===== src/rtl/adder_pkg.sv =====
// Shared definitions for the bit-serial adder.
//   state_e : FSM encoding for serial_adder (S_IDLE, S_RUN, S_DONE).
// No ports; imported by serial_adder.
package adder_pkg;

  typedef enum logic [1:0] {
    S_IDLE = 2'd0,
    S_RUN  = 2'd1,
    S_DONE = 2'd2
  } state_e;

endpackage


===== src/rtl/full_adder_cell.sv =====
// Single-bit combinational full adder.
// Ports:
//   a, b  : operand bits
//   cin   : carry in
//   s     : sum bit
//   cout  : carry out
module full_adder_cell (
  input  logic a,
  input  logic b,
  input  logic cin,
  output logic s,
  output logic cout
);

  assign s    = a ^ b ^ cin;
  assign cout = (a & b) | (cin & (a ^ b));

endmodule


===== src/rtl/serial_adder.sv =====
// Bit-serial adder: adds two WIDTH-bit unsigned operands plus carry-in, one bit per clock,
// LSB first, through a single full_adder_cell.
// Ports:
//   clk, rst       : clock, synchronous active-high reset
//   in1, in2       : operands, [0:WIDTH-1] (index WIDTH-1 is the LSB)
//   CarryIn        : carry into the LSB
//   Start          : request, sampled only in S_IDLE or S_DONE
//   Busy           : high while the operation runs
//   Done           : one-cycle pulse; Sum/CarryOut valid from here until the next accept
//   Sum, CarryOut  : result and carry out of the MSB
//   Overflow       : two's-complement overflow, only with SERIAL_ADDER_OVERFLOW_EN defined
// Configuration macro: SERIAL_ADDER_OVERFLOW_EN.
module serial_adder
  import adder_pkg::*;
#(
  parameter int unsigned WIDTH = 4
) (
  input  logic             clk,
  input  logic             rst,
  input  logic [0:WIDTH-1] in1,
  input  logic [0:WIDTH-1] in2,
  input  logic             CarryIn,
  input  logic             Start,
  output logic             Busy,
  output logic             Done,
  output logic [0:WIDTH-1] Sum,
  output logic             CarryOut
`ifdef SERIAL_ADDER_OVERFLOW_EN
  ,
  output logic             Overflow
`endif
);

  localparam int unsigned     CntW    = $clog2(WIDTH);
  localparam logic [CntW-1:0] CntLast = CntW'(WIDTH - 1);

  state_e           state_q, state_d;
  logic [CntW-1:0]  cnt_q, cnt_d;
  logic [0:WIDTH-1] a_q, a_d;
  logic [0:WIDTH-1] b_q, b_d;
  logic [0:WIDTH-1] sum_q, sum_d;
  logic             carry_q, carry_d;
  logic             cout_q, cout_d;
  logic             busy_q, busy_d;
  logic             done_q, done_d;
`ifdef SERIAL_ADDER_OVERFLOW_EN
  logic             ovf_q, ovf_d;
`endif

  logic [CntW-1:0]  bit_idx;
  logic             fa_s;
  logic             fa_cout;

  // The counter walks from the LSB (index WIDTH-1) towards the MSB (index 0).
  assign bit_idx = CntLast - cnt_q;

  full_adder_cell u_fa (
    .a    (a_q[bit_idx]),
    .b    (b_q[bit_idx]),
    .cin  (carry_q),
    .s    (fa_s),
    .cout (fa_cout)
  );

  always_comb begin
    state_d = state_q;
    cnt_d   = cnt_q;
    a_d     = a_q;
    b_d     = b_q;
    sum_d   = sum_q;
    carry_d = carry_q;
    cout_d  = cout_q;
`ifdef SERIAL_ADDER_OVERFLOW_EN
    ovf_d   = ovf_q;
`endif

    case (state_q)
      S_IDLE, S_DONE: begin
        if (Start) begin
          a_d     = in1;
          b_d     = in2;
          carry_d = CarryIn;
          sum_d   = '0;
          cout_d  = 1'b0;
          cnt_d   = '0;
`ifdef SERIAL_ADDER_OVERFLOW_EN
          ovf_d   = 1'b0;
`endif
          state_d = S_RUN;
        end else begin
          state_d = S_IDLE;
        end
      end
      S_RUN: begin
        sum_d[bit_idx] = fa_s;
        carry_d        = fa_cout;
        cnt_d          = cnt_q + 1'b1;
        if (cnt_q == CntLast) begin
          cout_d  = fa_cout;
`ifdef SERIAL_ADDER_OVERFLOW_EN
          // On the MSB step carry_q is the carry into the MSB.
          ovf_d   = carry_q ^ fa_cout;
`endif
          state_d = S_DONE;
        end
      end
      default: state_d = S_IDLE;
    endcase

    busy_d = (state_d == S_RUN);
    done_d = (state_d == S_DONE);
  end

  always_ff @(posedge clk) begin
    if (rst) begin
      state_q <= S_IDLE;
      cnt_q   <= '0;
      a_q     <= '0;
      b_q     <= '0;
      sum_q   <= '0;
      carry_q <= 1'b0;
      cout_q  <= 1'b0;
      busy_q  <= 1'b0;
      done_q  <= 1'b0;
`ifdef SERIAL_ADDER_OVERFLOW_EN
      ovf_q   <= 1'b0;
`endif
    end else begin
      state_q <= state_d;
      cnt_q   <= cnt_d;
      a_q     <= a_d;
      b_q     <= b_d;
      sum_q   <= sum_d;
      carry_q <= carry_d;
      cout_q  <= cout_d;
      busy_q  <= busy_d;
      done_q  <= done_d;
`ifdef SERIAL_ADDER_OVERFLOW_EN
      ovf_q   <= ovf_d;
`endif
    end
  end

  assign Busy     = busy_q;
  assign Done     = done_q;
  assign Sum      = sum_q;
  assign CarryOut = cout_q;
`ifdef SERIAL_ADDER_OVERFLOW_EN
  assign Overflow = ovf_q;
`endif

endmodule


===== config.mk =====
export PLATFORM = sky130hd
export DESIGN_NAME = serial_adder
export DESIGN_NICKNAME = d
export VERILOG_FILES = /design/src/rtl/adder_pkg.sv /design/src/rtl/full_adder_cell.sv /design/src/rtl/serial_adder.sv
export SDC_FILE = /design/constraint.sdc
export NUM_CORES = 1
export LEC_CHECK = 0
export CAP_MARGIN = 20
export CORE_UTILIZATION = 48
export CTS_CLUSTER_SIZE = 16
export DETAILED_ROUTE_END_ITERATION = 6
export PLACE_DENSITY = 0.85
export SLEW_MARGIN = 20
export SYNTH_ARGS = -nofsm -noshare
export SYNTH_HDL_FRONTEND = slang
export SYNTH_HIERARCHICAL = 1
export SYNTH_SLANG_ARGS = --single-unit

===== constraint.sdc =====
create_clock -name clk -period 2.25 [get_ports clk]
set_input_delay 0.5625 -clock clk [delete_from_list [all_inputs] [get_ports clk]]
set_output_delay 0.5625 -clock clk [all_outputs]
set_load 0.005 [all_outputs]

==> Word-level counts from Yosys, hierarchy flattened <==
Cells that the tools add are included.
{ "totals": {"word_cells": 54, "register_bits": 20, "in_bits": 12} }
{ "classes": {"mux": 21, "order_cmp": 2, "eq_ne": 7, "bitwise": 6, "n_reduce_logical": 7, "add_sub_neg": 2} }
{ "ops": {"columns": ["cell", "n"], "rows": [
  ["1-bit two-way mux", 9],
  ["2-bit one-hot mux with 2 select lines", 2],
  ["4-bit one-hot mux with 2 select lines", 1],
  ["2-bit equality test, second input constant", 3],
  ["1-bit binary-select mux with 2-bit select", 2],
  ["4-bit bitwise mux", 1],
  ["2-bit by 1-bit equality test with 1-bit output, second input constant", 2],
  ["2-bit two-way mux", 2],
  ["4-bit two-way mux", 1],
  ["2-bit != test, second input constant", 2],
  ["1-bit one-hot mux with 2 select lines", 2],
  ["2-bit AND reduction", 2],
  ["3-bit greater-or-equal comparator, second input constant", 1],
  ["3-bit by 1-bit < comparator with 1-bit output, second input constant", 1],
  ["2-bit inverter with 3-bit output", 1],
  ["3-bit AND reduction", 1],
  ["2-bit by 1-bit adder with 2-bit output, second input constant", 1],
  ["1-bit AND", 2],
  ["1-bit demux with 2-bit select", 1],
  ["2-bit logical NOT", 1],
  ["2-bit nonzero test", 1],
  ["2-bit OR reduction", 1],
  ["2-bit subtractor, first input constant", 1],
  ["1-bit XOR", 2],
  ["other kinds (2)", 2]
]} }

==> Logic depth before layout (Yosys ltp) <==
Gate-level depths: netlist of run 1.
{ "depth": {"ltp_word": 10, "mapped_depth": 5, "mapped_depth_nobuf": 5} }

==> Hierarchy <==
Netlist of run 1, hierarchy kept.
{ "modules_own_cells": {"columns": ["mod", "n_inst", "cells_per_inst", "area_per_inst_um2", "seq_area_each_um2"], "rows": [
  ["serial_adder", 1, 95, 845.8, 400.4],
  ["full_adder_cell", 1, 1, 20.0, 0.0]
]} }

==> Worst setup path after synthesis of run 1 <==
OpenSTA, ideal clock, no wires.
{ "synth_path": {"path_kind": "flip-flop to flip-flop", "from": "register cnt_q[0]", "to": "register sum_q (netlist bit Sum[0])", "synth_period_minus_slack_ns": 1.811, "path_stages_with_launch": 5, "setup_ns": 0.070, "path_slack_ns": 0.439, "arrival_ns": 1.740, "cell_sequence": "dfxtp_1 -> mux4_2 -> fa_1 -> nand3_1 -> a21oi_1"} }
{ "synth_via": {"elab_chain_len": 9, "elab_cells_between_ends": 17, "cone_classes": "1 x add/sub; 2 x order compare; 10 x mux; 3 x bitwise; 1 x reduce/logical"} }
{ "synth_lines": {"columns": ["element", "line", "text"], "rows": [
  ["from (decl)", "serial_adder.sv:38", "logic [CntW-1:0] cnt_q, cnt_d;"],
  ["from (signal assigned)", "serial_adder.sv:130", "cnt_q <= cnt_d;"],
  ["2-bit subtractor *", "serial_adder.sv:55", "assign bit_idx = CntLast - cnt_q;"],
  ["2-bit inverter with 3-bit output (implied by the code) *", "serial_adder.sv:58, serial_adder.sv:59", null],
  ["1-bit binary-select mux with 2-bit select, on equally long branches", "serial_adder.sv:58, serial_adder.sv:59", null],
  ["1-bit two-way mux, on equally long branches (2 in a row)", "serial_adder.sv:58, serial_adder.sv:59", null],
  ["1-bit XOR * (2 in a row)", "full_adder_cell.sv:15", "assign s = a ^ b ^ cin;"],
  ["named net fa_s", "serial_adder.sv:51", "logic fa_s;"],
  ["4-bit bitwise mux *", "serial_adder.sv:95", "sum_d[bit_idx] = fa_s;"],
  ["4-bit one-hot mux with 2 select lines *", "serial_adder.sv:77", "case (state_q)"],
  ["to (signal assigned)", "serial_adder.sv:133", "sum_q <= sum_d;"],
  ["to (decl)", "serial_adder.sv:41", "logic [0:WIDTH-1] sum_q, sum_d;"]
]} }
The timed path passes the listed nets; every way through them passes the cells marked *. The select of a mux whose other input is x is not followed.
A chain may end at the register's enable or synchronous reset.

==> Worst setup path after layout of run 1 <==
{ "layout_path": {"from": "register cnt_q[0]", "to": "register sum_q (netlist bit Sum[2])"} }
Same word-level chain as after synthesis.

==> impl_metrics.ini, run 1 <==
[placement]
dp.cells = 134
dp_hpwl_um = 1190
port_buffers = 18
detailed_place.area_sq_mm = 0.00105
gp_congestion = 0.776

[sta]
hold_viol = 0
min_period_ns = 1.94
rsz0062_at_grt = false
finalSetupViolations = 0
final.setup_skew_ns = 0.00231
tightest_slew_ns = 0.637
period_share = 0.864
slew_headroom = 0.575
setup-tns-final_ns = 0
max_freq_mhz = 515
slew_violations = 0

[clock_tree]
clk_path_buf_depth = 2
cts.htree.levels = 1
cts-buffers-inserted = 3
hold_buffers = 0
clk_latency_ns = 0.29
ctsRootBufferMaster = clkbuf_4
post_cts_buffers = 0
cts.sinks = 20
clk_pin_slew_ns = 0.10
cts-resized-gates = 0
cts_tree = done

[drt]
drt_iter0_drc = 16
vias_per_cell = 5.18
ant_nets = 0
wl_per_cell_um = 11.4
vias = 709
drt_pass1_iterations = 5
drt-total-wl_um = 1560
drc = 0

[yosys]
ys.flop_type = dfxtp_1
seq_area_frac_synth = 0.462
syn_nets = 113
synthSimpleGateAreaFrac = 0.197
synthAdderAreaFrac = 0.0809
syn_inst = 96
synth-compound-area-share = 0.145
syn_avg_cell_area_sq_um = 9.02
synth_top_family_by_area = simple AND/OR/NAND/NOR gates
synth_warnings = 6
ys_ff_latch = 20
yosysUniqueCellTypes = 21
synth-xor-area-share = 0
synth_mux_area_frac = 0.0520
async_flop_share = 0
synth_area_sq_um = 866
synth_edf_count = 0

[layout]
drive_above_1_share = 0.0796
final_nets = 132
fin_cells = 137
final_area_sq_mm = 0.00108
post-route-util = 0.676
syn_to_final_growth_pct = 24.4
final_common_cell = dfxtp_1
final_cell_mix = 20 x dfxtp_1, 18 x nand2_1, 18 x clkdlybuf4s50_1
diodes = 0

[floorplan]
pin_count = 19
num_rows = 14
core_sq_mm = 0.00159
die_y_um = 44.5
die_area_sq_mm = 0.00198
start_util = 0.543
die_w_um = 44.5

[global_route]
grt_pass1_vias = 686
gr-usage-met3 = 0.0449
grt_use_met1 = 0.211
grt_max_degree = 18
top_usage_layer = met2
grt_use_met2 = 0.335
track_usage = 0.189
grt_pass1_wl_um = 2740
gr-total-overflow = 0
antenna_found_initial = 0

[critical_path]
worstPathArrival_ns = 2.17
worstSetupPathType = reg -> reg
cp_max_fo = 6
cpPeakStageDelay_ns = 0.61
cpMaxStageDelayCell = fa_1
setup.worst_path.start_class = register
path_cells = mux4_2 -> fa_1 -> nand3_1 -> a21oi_1
required_ns = 2.48
end_kind = register

[job]
max_cap_violations = 0

[pwr]
power_density_mw_per_mm2 = 597
irDropWorstVdd_mv = 0.433
p_leak_nw = 0.396

[worst_hold_path]
min_path_type = reg -> reg

[run_status]
status = finished clean
[per-stage QoR]
step	hold slack (ns)	worst slack, ns	total power, mW
after global routing	0.479	0.181	0.673
after CTS	0.462	0.284	0.648
final	0.463	0.307	0.643
after floorplan	0.433	0.439	0.455
after global placement	0.445	0.383	0.488
after detailed placement	0.448	0.308	0.492
[where the power goes]
part	switching, mW	internal (mW)
clock network	0.0985	0.0622
registers	0.0118	0.370
logic	0.0483	0.0518
total	0.159	0.484
[synth_stat cells (2+ instances only)]
master    number  share of area
mux4_2         2          0.052
nand2_1       18          0.078
dfxtp_1       20           0.46
a21oi_1       16          0.092
ha_1           4          0.058
nand3_1        8          0.046
nor2b_1        2          0.014
clkbuf_1       2         0.0087
nor2_1         4          0.017
inv_1          5          0.022
buf_2          2          0.012
o211ai_1       4          0.035
[metal layers]
metal,up-vias,share of wire
met1,332,0.43
li1,360,-
met3,2,0.032
met2,15,0.53
met5,-,0
met4,0,0.0077
[flip-flops by register name, summed over array words and instances (netlist names)]
name / flops
Sum: 4
a_q: 4
b_q: 4
cnt_q: 2
state_q: 2
Busy: 1
CarryOut: 1
Done: 1
carry_q: 1
[critical path, delay by kind of cell (launching register included)]
family,cells,cell delay [ns]
flops,1,0.48
mux,1,0.56
compound gates,1,0.14
simple gates,1,0.09
fa+ha+maj,1,0.61
[cells by family after synthesis]
| kind of cell | Yosys count |
|---|---|
| buffers and inverters | 11 |
| adders and majority gates | 5 |
| DFF | 20 |
| and+or+nand+nor | 36 |
| AOI/OAI and AO/OA | 22 |
| muxes | 2 |
[path summary, 6_finish.rpt]
check                             start             endpoint  slack, ns  depth (start not counted)
setup / recovery  cnt_q[0]$_SDFFE_PP0P_  Sum[2]$_SDFFE_PP0P_       0.31                          4
hold / removal      b_q[0]$_SDFFE_PP0P_  b_q[0]$_SDFFE_PP0P_       0.46                          2
setup reg to reg  cnt_q[0]$_SDFFE_PP0P_  Sum[2]$_SDFFE_PP0P_       0.31                          4
hold reg to reg     b_q[0]$_SDFFE_PP0P_  b_q[0]$_SDFFE_PP0P_       0.46                          2
[cell type report]
cell class / instances / area (sq um)
Tap cell: 24 / 30.0
Sequential cell: 20 / 400
Inverter: 5 / 18.8
Fill cell: 133 / 517
Multi-Input combinational cell: 65 / 410
Clock buffer: 3 / 22.5
Timing Repair Buffer: 20 / 195
Note: power is estimated with default switching activity, not from simulation.
==> run 2: changes to the inputs <==
--- a/config.mk
+++ b/config.mk
@@ -6,7 +6,9 @@
 export NUM_CORES = 1
 export LEC_CHECK = 0
 export CAP_MARGIN = 20
-export CORE_UTILIZATION = 48
+export CELL_PAD_IN_SITES_DETAIL_PLACEMENT = 1
+export CELL_PAD_IN_SITES_GLOBAL_PLACEMENT = 1
+export CORE_UTILIZATION = 36
 export CTS_CLUSTER_SIZE = 16
 export DETAILED_ROUTE_END_ITERATION = 6
 export PLACE_DENSITY = 0.85
==> run 2 against run 1 <==
  * Clock power barely moved
  * Worst hold slack lost 0.0016 ns
  * Core utilization fell by 19 points
  * Sequential share of layout area shrank 0.17 points
  * Combinational power is essentially flat
  * First-iteration DRC count decreased by 88%
==> impl_metrics.ini, run 2 (synthesis gave the netlist of run 1 again) <==
[run_status]
status = finished clean

[drt]
drt-total-wl_um = 1800
vias = 700
drt_pass1_iterations = 3
drt_iter0_drc = 2
drc = 0
ant_nets = 0
vias_per_cell = 4.96
wl_per_cell_um = 12.8

[sta]
tightest_slew_ns = 0.640
slew_headroom = 0.573
setup-tns-final_ns = 0
fin_ws_ns = 0.254
rsz0062_at_grt = false
max_freq_mhz = 501
finalSetupViolations = 0
final.setup_skew_ns = 0.00189
slew_violations = 0
hold_ws_ns = 0.461
min_period_ns = 2.00
period_share = 0.887
hold_viol = 0

[global_route]
grt_pass1_wl_um = 3110
antenna_found_initial = 0
grt_max_degree = 21
gr-total-overflow = 0
grt_pass1_vias = 691
track_usage = 0.166

[floorplan]
die_area_sq_mm = 0.00261
start_util = 0.388
die_w_um = 51.0
core_sq_mm = 0.00223
pin_count = 19
num_rows = 17
die_y_um = 51.0

[clock_tree]
cts-buffers-inserted = 3
cts.sinks = 20
cts-resized-gates = 0
clk_pin_slew_ns = 0.10
cts_tree = done
ctsRootBufferMaster = clkbuf_4
clk_path_buf_depth = 2
post_cts_buffers = 0
clk_latency_ns = 0.29
hold_buffers = 0
cts.htree.levels = 1

[layout]
syn_to_final_growth_pct = 25.0
final_common_cell = dfxtp_1
drive_above_1_share = 0.0796
final_cell_mix = 20 x dfxtp_1, 18 x nand2_1, 18 x clkdlybuf4s50_1
diodes = 0
final_nets = 132

[pwr]
p_leak_nw = 0.396
irDropWorstVdd_mv = 0.302
power_density_mw_per_mm2 = 598

[critical_path]
end_kind = register
cpPeakStageDelay_ns = 0.62
setup.worst_path.start_class = register
worstPathArrival_ns = 2.22
critPathBufInv = 0
worstSetupPathType = reg -> reg
critical_path.top_delay_family = adder cells
required_ns = 2.48
cpMaxStageDelayCell = fa_1
path_cells = mux4_2 -> fa_1 -> nand3_1 -> a21oi_1
cp_max_fo = 6

[placement]
pre_cts_ws_ns = 0.258
port_buffers = 18
dp_hpwl_um = 1400
gp_congestion = 0.709

[worst_hold_path]
min_path_type = reg -> reg

[job]
max_cap_violations = 0
run 2: worst reg2reg max path: stages (launching register included):
cell	delay [ns]
dfxtp_1	0.50
mux4_2	0.58
fa_1	0.62
nand3_1	0.09
a21oi_1	0.14
run 2: layer usage:
| metal | vias up | wire [um] | GRT usage |
|---|---|---|---|
| met5 | - | 0 | 0 |
| met4 | 0 | 0 | 0.0556 |
| met3 | 0 | 66 | 0.0357 |
| met2 | 17 | 892 | 0.283 |
| met1 | 324 | 843 | 0.204 |
| li1 | 359 | - | - |
run 2: worst paths after layout:
kind                         startpoint                   to  slack (ns)  cells after the start
hold / removal      b_q[0]$_SDFFE_PP0P_  b_q[0]$_SDFFE_PP0P_        0.46                      2
hold reg to reg     b_q[0]$_SDFFE_PP0P_  b_q[0]$_SDFFE_PP0P_        0.46                      2
setup reg to reg  cnt_q[0]$_SDFFE_PP0P_  Sum[0]$_SDFFE_PP0P_        0.25                      4
setup / recovery  cnt_q[0]$_SDFFE_PP0P_  Sum[0]$_SDFFE_PP0P_        0.25                      4
run 2: final cells by class:
class | count | area [sq um]
clock buffers | 3 | 22.5
fillers | 278 | 1150
inverters | 5 | 18.8
multi-input cells | 65 | 410
flip-flops and latches | 20 | 400
well taps | 28 | 35.0
repair buffers | 20 | 195
run 2: stage by stage:
| step | utilization | cell area, sq um | power [mW] | std cells |
|---|---|---|---|---|
| 2_1_floorplan | - | 866 | 0.455 | 96 |
| 3_5_place_dp | 0.475 | 1060 | 0.495 | 138 |
| 4_1_cts | 0.485 | 1080 | 0.659 | 141 |
| 3_3_place_gp | 0.475 | 1060 | 0.490 | 138 |
| 5_1_grt | 0.485 | 1080 | 0.690 | 141 |
| 6_report | 0.485 | 1080 | 0.647 | 141 |
run 2: where the power goes:
part           internal, mW  total, mW  switching, mW  leakage (nW)
Clock                0.0622      0.163          0.101        0.0138
Sequential            0.370      0.383         0.0128         0.163
Combinational        0.0518      0.101         0.0496         0.219
